File: src/rtl/load_store_unit.sv
// load_store_unit: memory-stage load/store unit. Issues one outstanding
// request on a req/ack data bus, builds byte strobes and lane-replicated
// store data, extends load data, and flags misaligned accesses. busy_out is
// high while a bus transaction is pending so the hazard unit can stall.
module load_store_unit (
    input  logic        clk,
    input  logic        reset_n,
    input  logic        valid_in,
    input  logic        load_in,
    input  logic        store_in,
    input  logic [1:0]  load_store_size_in,
    input  logic        load_signed_in,
    input  logic [31:0] address_in,
    input  logic [31:0] store_data_in,
    input  logic [4:0]  rd_address_in,
    input  logic        exception_in,
    input  logic [3:0]  ecause_in,
    input  logic        stall,
    input  logic        invalidate,
    output logic        mem_req,
    output logic        mem_write,
    output logic [31:0] mem_addr,
    output logic [31:0] mem_wdata,
    output logic [3:0]  mem_strb,
    input  logic        mem_ack,
    input  logic [31:0] mem_rdata,
    output logic        busy_out,
    output logic        valid_out,
    output logic [31:0] load_data_out,
    output logic [4:0]  rd_address_out,
    output logic        exception_out,
    output logic [3:0]  ecause_out
);

    typedef enum logic {IDLE, WAIT} state_t;

    localparam logic [3:0] ECAUSE_LOAD_MISALIGNED  = 4'd4;
    localparam logic [3:0] ECAUSE_STORE_MISALIGNED = 4'd6;

    state_t      state_q, state_d;
    logic        mem_req_q, mem_req_d;
    logic        mem_write_q, mem_write_d;
    logic [31:0] mem_addr_q, mem_addr_d;
    logic [31:0] mem_wdata_q, mem_wdata_d;
    logic [3:0]  mem_strb_q, mem_strb_d;
    logic        valid_q, valid_d;
    logic [31:0] load_data_q, load_data_d;
    logic [4:0]  rd_q, rd_d;
    logic        exc_q, exc_d;
    logic [3:0]  ecause_q, ecause_d;
    // The pending access's shape is captured at accept time because the
    // upstream inputs are not held meaningful while we wait for the ack.
    logic        killed_q, killed_d;
    logic        ld_is_load_q, ld_is_load_d;
    logic        ld_signed_q, ld_signed_d;
    logic [1:0]  ld_size_q, ld_size_d;
    logic [1:0]  ld_off_q, ld_off_d;

    logic        mem_op;
    logic        misaligned;

    function automatic logic [3:0] make_strb(input logic [1:0] size, input logic [1:0] off);
        logic [3:0] s;
        case (size)
            2'b00:   s = 4'b0001 << off;
            2'b01:   s = off[1] ? 4'b1100 : 4'b0011;
            default: s = 4'b1111;
        endcase
        return s;
    endfunction

    function automatic logic [31:0] make_wdata(input logic [1:0] size, input logic [31:0] d);
        logic [31:0] w;
        case (size)
            2'b00:   w = {4{d[7:0]}};
            2'b01:   w = {2{d[15:0]}};
            default: w = d;
        endcase
        return w;
    endfunction

    // Pick the addressed lane out of the read word and sign/zero extend it.
    function automatic logic [31:0] extend_load(input logic [1:0] size, input logic sgn,
                                                input logic [1:0] off, input logic [31:0] rdata);
        logic        [7:0]  b;
        logic        [15:0] h;
        logic signed [31:0] r;
        b = rdata[{off, 3'b000} +: 8];
        h = off[1] ? rdata[31:16] : rdata[15:0];
        case (size)
            2'b00:   r = sgn ? 32'($signed(b)) : $signed({24'd0, b});
            2'b01:   r = sgn ? 32'($signed(h)) : $signed({16'd0, h});
            default: r = $signed(rdata);
        endcase
        return r;
    endfunction

    assign mem_op     = load_in | store_in;
    assign misaligned = (load_store_size_in == 2'b01 && address_in[0]) ||
                        (load_store_size_in[1] && address_in[1:0] != 2'b00);

    // Next-state and output-register logic for the IDLE/WAIT controller.
    always_comb begin
        state_d      = state_q;
        mem_req_d    = mem_req_q;
        mem_write_d  = mem_write_q;
        mem_addr_d   = mem_addr_q;
        mem_wdata_d  = mem_wdata_q;
        mem_strb_d   = mem_strb_q;
        valid_d      = valid_q;
        load_data_d  = load_data_q;
        rd_d         = rd_q;
        exc_d        = exc_q;
        ecause_d     = ecause_q;
        killed_d     = killed_q;
        ld_is_load_d = ld_is_load_q;
        ld_signed_d  = ld_signed_q;
        ld_size_d    = ld_size_q;
        ld_off_d     = ld_off_q;

        case (state_q)
            IDLE: begin
                if (!stall) begin
                    rd_d        = rd_address_in;
                    valid_d     = valid_in & ~invalidate;
                    mem_req_d   = 1'b0;
                    mem_strb_d  = 4'b0000;
                    killed_d    = 1'b0;
                    load_data_d = 32'd0;
                    exc_d       = 1'b0;
                    ecause_d    = 4'd0;
                    if (exception_in) begin
                        exc_d    = 1'b1;
                        ecause_d = ecause_in;
                    end else if (mem_op && misaligned) begin
                        exc_d    = 1'b1;
                        ecause_d = load_in ? ECAUSE_LOAD_MISALIGNED : ECAUSE_STORE_MISALIGNED;
                    end else if (mem_op && valid_in && !invalidate) begin
                        state_d      = WAIT;
                        valid_d      = 1'b0;
                        mem_req_d    = 1'b1;
                        mem_write_d  = store_in;
                        mem_addr_d   = {address_in[31:2], 2'b00};
                        mem_wdata_d  = make_wdata(load_store_size_in, store_data_in);
                        mem_strb_d   = store_in ? make_strb(load_store_size_in, address_in[1:0])
                                                : 4'b0000;
                        ld_is_load_d = load_in;
                        ld_signed_d  = load_signed_in;
                        ld_size_d    = load_store_size_in;
                        ld_off_d     = address_in[1:0];
                    end
                end
            end
            WAIT: begin
                // The bus cannot be cancelled; an invalidate only hides the result.
                if (invalidate) begin
                    killed_d = 1'b1;
                end
                if (mem_ack) begin
                    state_d     = IDLE;
                    mem_req_d   = 1'b0;
                    mem_strb_d  = 4'b0000;
                    valid_d     = ~(killed_q | invalidate);
                    load_data_d = ld_is_load_q ? extend_load(ld_size_q, ld_signed_q, ld_off_q, mem_rdata)
                                               : 32'd0;
                    killed_d    = 1'b0;
                end
            end
            default: state_d = IDLE;
        endcase
    end

    // State and output registers; reset clears every output immediately.
    always_ff @(posedge clk or negedge reset_n) begin
        if (!reset_n) begin
            state_q      <= IDLE;
            mem_req_q    <= 1'b0;
            mem_write_q  <= 1'b0;
            mem_addr_q   <= 32'd0;
            mem_wdata_q  <= 32'd0;
            mem_strb_q   <= 4'b0000;
            valid_q      <= 1'b0;
            load_data_q  <= 32'd0;
            rd_q         <= 5'd0;
            exc_q        <= 1'b0;
            ecause_q     <= 4'd0;
            killed_q     <= 1'b0;
            ld_is_load_q <= 1'b0;
            ld_signed_q  <= 1'b0;
            ld_size_q    <= 2'b00;
            ld_off_q     <= 2'b00;
        end else begin
            state_q      <= state_d;
            mem_req_q    <= mem_req_d;
            mem_write_q  <= mem_write_d;
            mem_addr_q   <= mem_addr_d;
            mem_wdata_q  <= mem_wdata_d;
            mem_strb_q   <= mem_strb_d;
            valid_q      <= valid_d;
            load_data_q  <= load_data_d;
            rd_q         <= rd_d;
            exc_q        <= exc_d;
            ecause_q     <= ecause_d;
            killed_q     <= killed_d;
            ld_is_load_q <= ld_is_load_d;
            ld_signed_q  <= ld_signed_d;
            ld_size_q    <= ld_size_d;
            ld_off_q     <= ld_off_d;
        end
    end

    assign mem_req        = mem_req_q;
    assign mem_write      = mem_write_q;
    assign mem_addr       = mem_addr_q;
    assign mem_wdata      = mem_wdata_q;
    assign mem_strb       = mem_strb_q;
    assign busy_out       = (state_q == WAIT);
    assign valid_out      = valid_q;
    assign load_data_out  = load_data_q;
    assign rd_address_out = rd_q;
    assign exception_out  = exc_q;
    assign ecause_out     = ecause_q;

endmodule

File: config.mk
export PLATFORM = sky130hd
export DESIGN_NAME = load_store_unit
export DESIGN_NICKNAME = d
export VERILOG_FILES = /design/src/rtl/load_store_unit.sv
export SDC_FILE = /design/constraint.sdc
export NUM_CORES = 1
export LEC_CHECK = 0
export ABC_AREA = 1
export CAP_MARGIN = 20
export CORE_ASPECT_RATIO = 1.2
export CORE_MARGIN = 2
export CORE_UTILIZATION = 55
export CTS_CLUSTER_SIZE = 14
export DETAILED_ROUTE_END_ITERATION = 10
export DONT_BUFFER_PORTS = 1
export PLACE_DENSITY_LB_ADDON = 0.2
export SKIP_CTS_REPAIR_TIMING = 1
export SLEW_MARGIN = 20
export SYNTH_ARGS = -nofsm -noshare
export SYNTH_HDL_FRONTEND = slang
export SYNTH_SLANG_ARGS = --single-unit
File: constraint.sdc
create_clock -name clk -period 1.6 [get_ports clk]
set_input_delay 0.32 -clock clk [delete_from_list [all_inputs] [get_ports clk]]
set_output_delay 0.32 -clock clk [all_outputs]
set_load 0.005 [all_outputs]
# Word-level counts from Yosys, hierarchy flattened
# Index checks and enable logic that the tools add are counted.
op_classes:
  eq_ne: 5
  shifts: 2
  muxes: 42
  n_bitwise: 9
  reduce_logical: 14
ops:
  columns: ["op", "n"]
  rows:
  - ["case mux 32 bit (2 select lines)", 3]
  - ["two-way mux 32 bit", 5]
  - ["two-way mux 4 bit", 8]
  - ["variable part select 32 x 6 -> 8 bit", 1]
  - ["two-way mux 1 bit", 17]
  - ["two-way mux 16 bit", 1]
  - ["case mux 4 bit (2 select lines)", 2]
  - ["case mux 1 bit (2 select lines)", 4]
  - ["inverter 1 bit", 6]
  - ["AND reduction 2 bit", 3]
  - ["logical AND 1 bit", 5]
  - ["AND reduction 5 bit", 1]
  - ["== test 2 x 1 -> 1 bit, second input constant", 2]
  - ["logical NOT 2 bit", 2]
  - ["inequality test 2 bit, second input constant", 2]
  - ["left shift 1 x 2 -> 4 bit, first input constant", 1]
  - ["two-way mux 3 bit", 1]
  - ["inequality test 3 bit, second input constant", 1]
  - ["two-way mux 2 bit", 1]
  - ["OR 1 bit", 2]
  - ["nonzero test 2 bit", 1]
  - ["bitwise AND 1 bit", 1]
  - ["logical NOT 1 bit", 1]
  - ["logical OR 1 bit", 1]
totals:
  ff_bits: 119
  inputBits: 117
  elab_cells: 88

# Depth between registers and ports, before layout
depth:
  depth_word: 8
  depth_mapped: 11

# Worst setup path before layout
# OpenSTA, ideal clock, no wires.
synth_path:
  path_type: "register to register"
  start: "register state_q (netlist: busy_out)"
  end: "register mem_wdata_q[15] (netlist: mem_wdata[15])"
  arrival_time_ps: 1286
  t_required_ps: 1468
  setup_slack_ps: 182
  stages_incl_launch_ff: 9
  period_less_slack_ps: 1418
  path_cell_list: "dfrtp_1 > nor2_4 > nand2_1 > nor2_2 > inv_2 > buf_6 > buf_4 > nand2_1 > o21ai_0"
synth_between:
  elab_chain_len: 2
synth_rtl:
  columns: ["element", "line", "source"]
  rows:
  - ["start, declared", "40", "state_t state_q, state_d;"]
  - ["start signal, assigned", "193", "state_q <= state_d;"]
  - ["inverter 1 bit (no line)", null, null]
  - ["AND reduction 5 bit (no line)", null, null]
  - ["end signal, assigned", "197", "mem_wdata_q <= mem_wdata_d;"]
  - ["end, declared", "44", "logic [31:0] mem_wdata_q, mem_wdata_d;"]
# No other way between the ends.
# A chain may end at the register's enable or synchronous reset.

# Worst setup path after layout
layout_path:
  start: "register state_q (netlist: busy_out)"
  end: "register mem_addr_q[23] (netlist: mem_addr[23])"
layout_between:
  elab_chain_len: 2
layout_rtl:
  columns: ["element", "line", "source"]
  rows:
  - ["inverter 1 bit (no line)", null, null]
  - ["AND reduction 5 bit (no line)", null, null]
  - ["end signal, assigned", "196", "mem_addr_q <= mem_addr_d;"]
  - ["end, declared", "43", "logic [31:0] mem_addr_q, mem_addr_d;"]
# No other way between the ends.

==> results.tsv <==
metric	value	unit
status	finished with violations	
CP Data Required Time	1900	ps
Post-synth top cells	nand2_1 (382), dfrtp_1 (119), nor2_1 (52)	
DR vias	4646	
dominant synthesized flop cell	dfrtp_1	
number of DRC markers in iteration 0	257	
GP Congestion	0.839	
layout cells sized above 1	9.05	%
crit path DAT	1760	ps
post-layout util	63.5	%
antenna cell count	0	
cell family with most CP delay	simple AND/OR/NAND/NOR gates	
final worst path period share	91.5	%
total negative slack	0	ps
final std cells w/o fill	866	
clock-pin slew on the worst setup and hold paths	60	ps
final setup vio count	0	
initial core utilization	56.1	%
synthesized cell area	5560	sq um
Critical Path Fanout Max	39	
Worst Path Buf+Inv	2	
reg-to-reg startpoint	busy_out	
crit-path cells	nor2_4, nand2_1, nor2_4, inv_2, clkbuf_16, nand2_1, nand2_1	
Post-DP HPWL	10.2	mm
pre-CTS setup slack	92.5	ps
Setup crit start kind	flop	
chip width	95.8	um
Synth cell types	27	
Die H	114	um
final setup skew	4.68	ps
flops & latches, synth	119	
CP max stage cell	dfrtp_2	
first-pass GRT wire length	22.2	mm
CP dominant cell by count	nand2_1	
CTS buffer count	17	
post-synth top area share	53.5	%
Total Routing Usage GR	26.5	%
Longest Clk Path Bufs	2	
count leader, synth	nand2_1	
antenna violations before repair	0	
synth warn	0	
ANT nets after route	0	
vias in the first global route	4734	
Syn Area/Cell	7.64	sq um
drt pass-1 iters	4	
gr ovfl total	0	
leak pwr	3.44	nW
Final min period	1460	ps
area leader, netlist	dfrtp_1	
final hold vios	119	
PortBufs	0	
post-synthesis sequential area ratio	53.5	%
# clock sinks	119	
Rows	40	
Post-synth EDFFs	0	
Syn-to-layout area delta	13.1	%
Final WS setup	136	ps
core area	9910	sq um
crit path capture type	flop	
Max stage delay on crit path	440	ps
Total Nets Final	845	
fill cell count	862	
RSZ-0062 raised after global routing	false	
failing checks	hold timing	
Die ar.	10900	sq um
drt total wl	14.4	mm
CTS tree	done	
post-synthesis async set-or-reset flop share	100	%
worst hold slack	-392	ps
max_cap viols	0	
R2R Setup Slk	140	ps
Peak VDD IR	0.773	mV
wire per inst	16.6	um
critical path class	flop to flop	
total I/O pin count	231	
Max Freq	683	MHz
Mapped Cells	728	
drt drc	0	
min-delay worst type	input port to async pin	
Worst-Skew Late Latency	400	ps
pin count of the biggest net entering global routing	120	
PD cells	1430	nW/um^2
CP Depth	7	
Root Driver	clkbuf_16	
placed cells	834	
vias per inst	5.36	
Critical R2R Capture	mem_addr[23]	
FF-to-FF path depth	7	
H-Tree Depth	4	
Slew Limit Fails	0	
Area contributors post-synth	dfrtp_1 (54%), nand2_1 (26%), nor2_1 (3.5%), o21ai_0 (2.7%), nand3_1 (2.4%)	
-- worst max-delay path by stage --
| stage | from | slack [ps] | to |
|---|---|---|---|
| 2_1_floorplan | busy_out | 180 | mem_wdata[15] |
| 3_3_place_gp | busy_out | 170 | mem_wdata[15] |
| 3_5_place_dp | busy_out | 90 | mem_wdata[29] |
| 4_1_cts | busy_out | 80 | mem_wdata[29] |
| 5_1_grt | busy_out | 20 | mem_wdata[9] |
| 6_report | busy_out | 140 | mem_addr[23] |
-- worst reg2reg max path, cell delays in order, from the launching register on --
cell,delay (ps)
dfrtp_2,440
nor2_4,150
nand2_1,100
nor2_4,170
inv_2,120
clkbuf_16,230
nand2_1,100
nand2_1,50
-- per-layer routing --
layer  up-vias  GRT usage (%)  part of all wire, %
met2       226           45.2                   52
met4         0           11.6                  1.7
met3        16           9.74                   11
met1      2148           29.3                   36
met5         -              0                    0
li1       2256              -                    -
-- state kept, by name (all words and copies together) (netlist names) --
name and flops:
mem_write 1, mem_strb 4, busy_out 1, valid_out 1, load_data_out 32, rd_address_out 5
ld_size_q 2, mem_addr 30, mem_req 1, killed_q 1, ld_signed_q 1, mem_wdata 32
ld_off_q 2, ld_is_load_q 1, exception_out 1, ecause_out 4
-- cell families (layout without fill, tap and decap cells) --
family | Yosys count | after routing | share of synthesized area [%]
AND/OR/NAND/NOR | 477 | 477 | 34.2
flip-flops | 119 | 119 | 53.5
AO/OA/AOI/OAI | 72 | 72 | 6.93
buffers and inverters | 59 | 70 | 5.26
other | 1 | 2 | 0.0674
-- report_power, final --
group | leakage, nW | internal, W | switching [W]
Clock | 0.274 | 0.00243 | 0.00134
Sequential | 1.56 | 0.00350 | 0.000435
Combinational | 1.61 | 0.000493 | 0.000834
-- cell type report --
class / count / area, sq um / share of cell area [%]
inverter: 23 / 93.8 / 1.49
clock inverter: 13 / 156 / 2.49
multi-input combinational: 551 / 2300 / 36.6
timing repair buffer: 16 / 175 / 2.78
sequential: 119 / 2980 / 47.3
clock buffer: 18 / 429 / 6.82
tap: 126 / 158 / 2.50
-- through the flow --
stage / total power [W] / hold slack, ps / instance area (sq um)
6_report: 0.00903 / -392 / 6290
5_1_grt: 0.00954 / -417 / 6290
2_1_floorplan: 0.00492 / 24.4 / 5570
4_1_cts: 0.00909 / -405 / 6270
3_5_place_dp: 0.00531 / 26.8 / 5680
3_3_place_gp: 0.00524 / 27.0 / 5680
-- placed cells by master, fill, tap and decap left out, drive strengths merged --
cell type  count
or2            7
clkinv         4
conb           2
nand2        386
clkbuf        19
dfrtp        119
buf           15
nor2          56
a31oi          1
clkinvlp       5
o31ai          1
nand3         28
a21oi         25
bufinv         3
o21ai         38
o211ai         7
inv           24
Power figures use the tool's default switching activity.
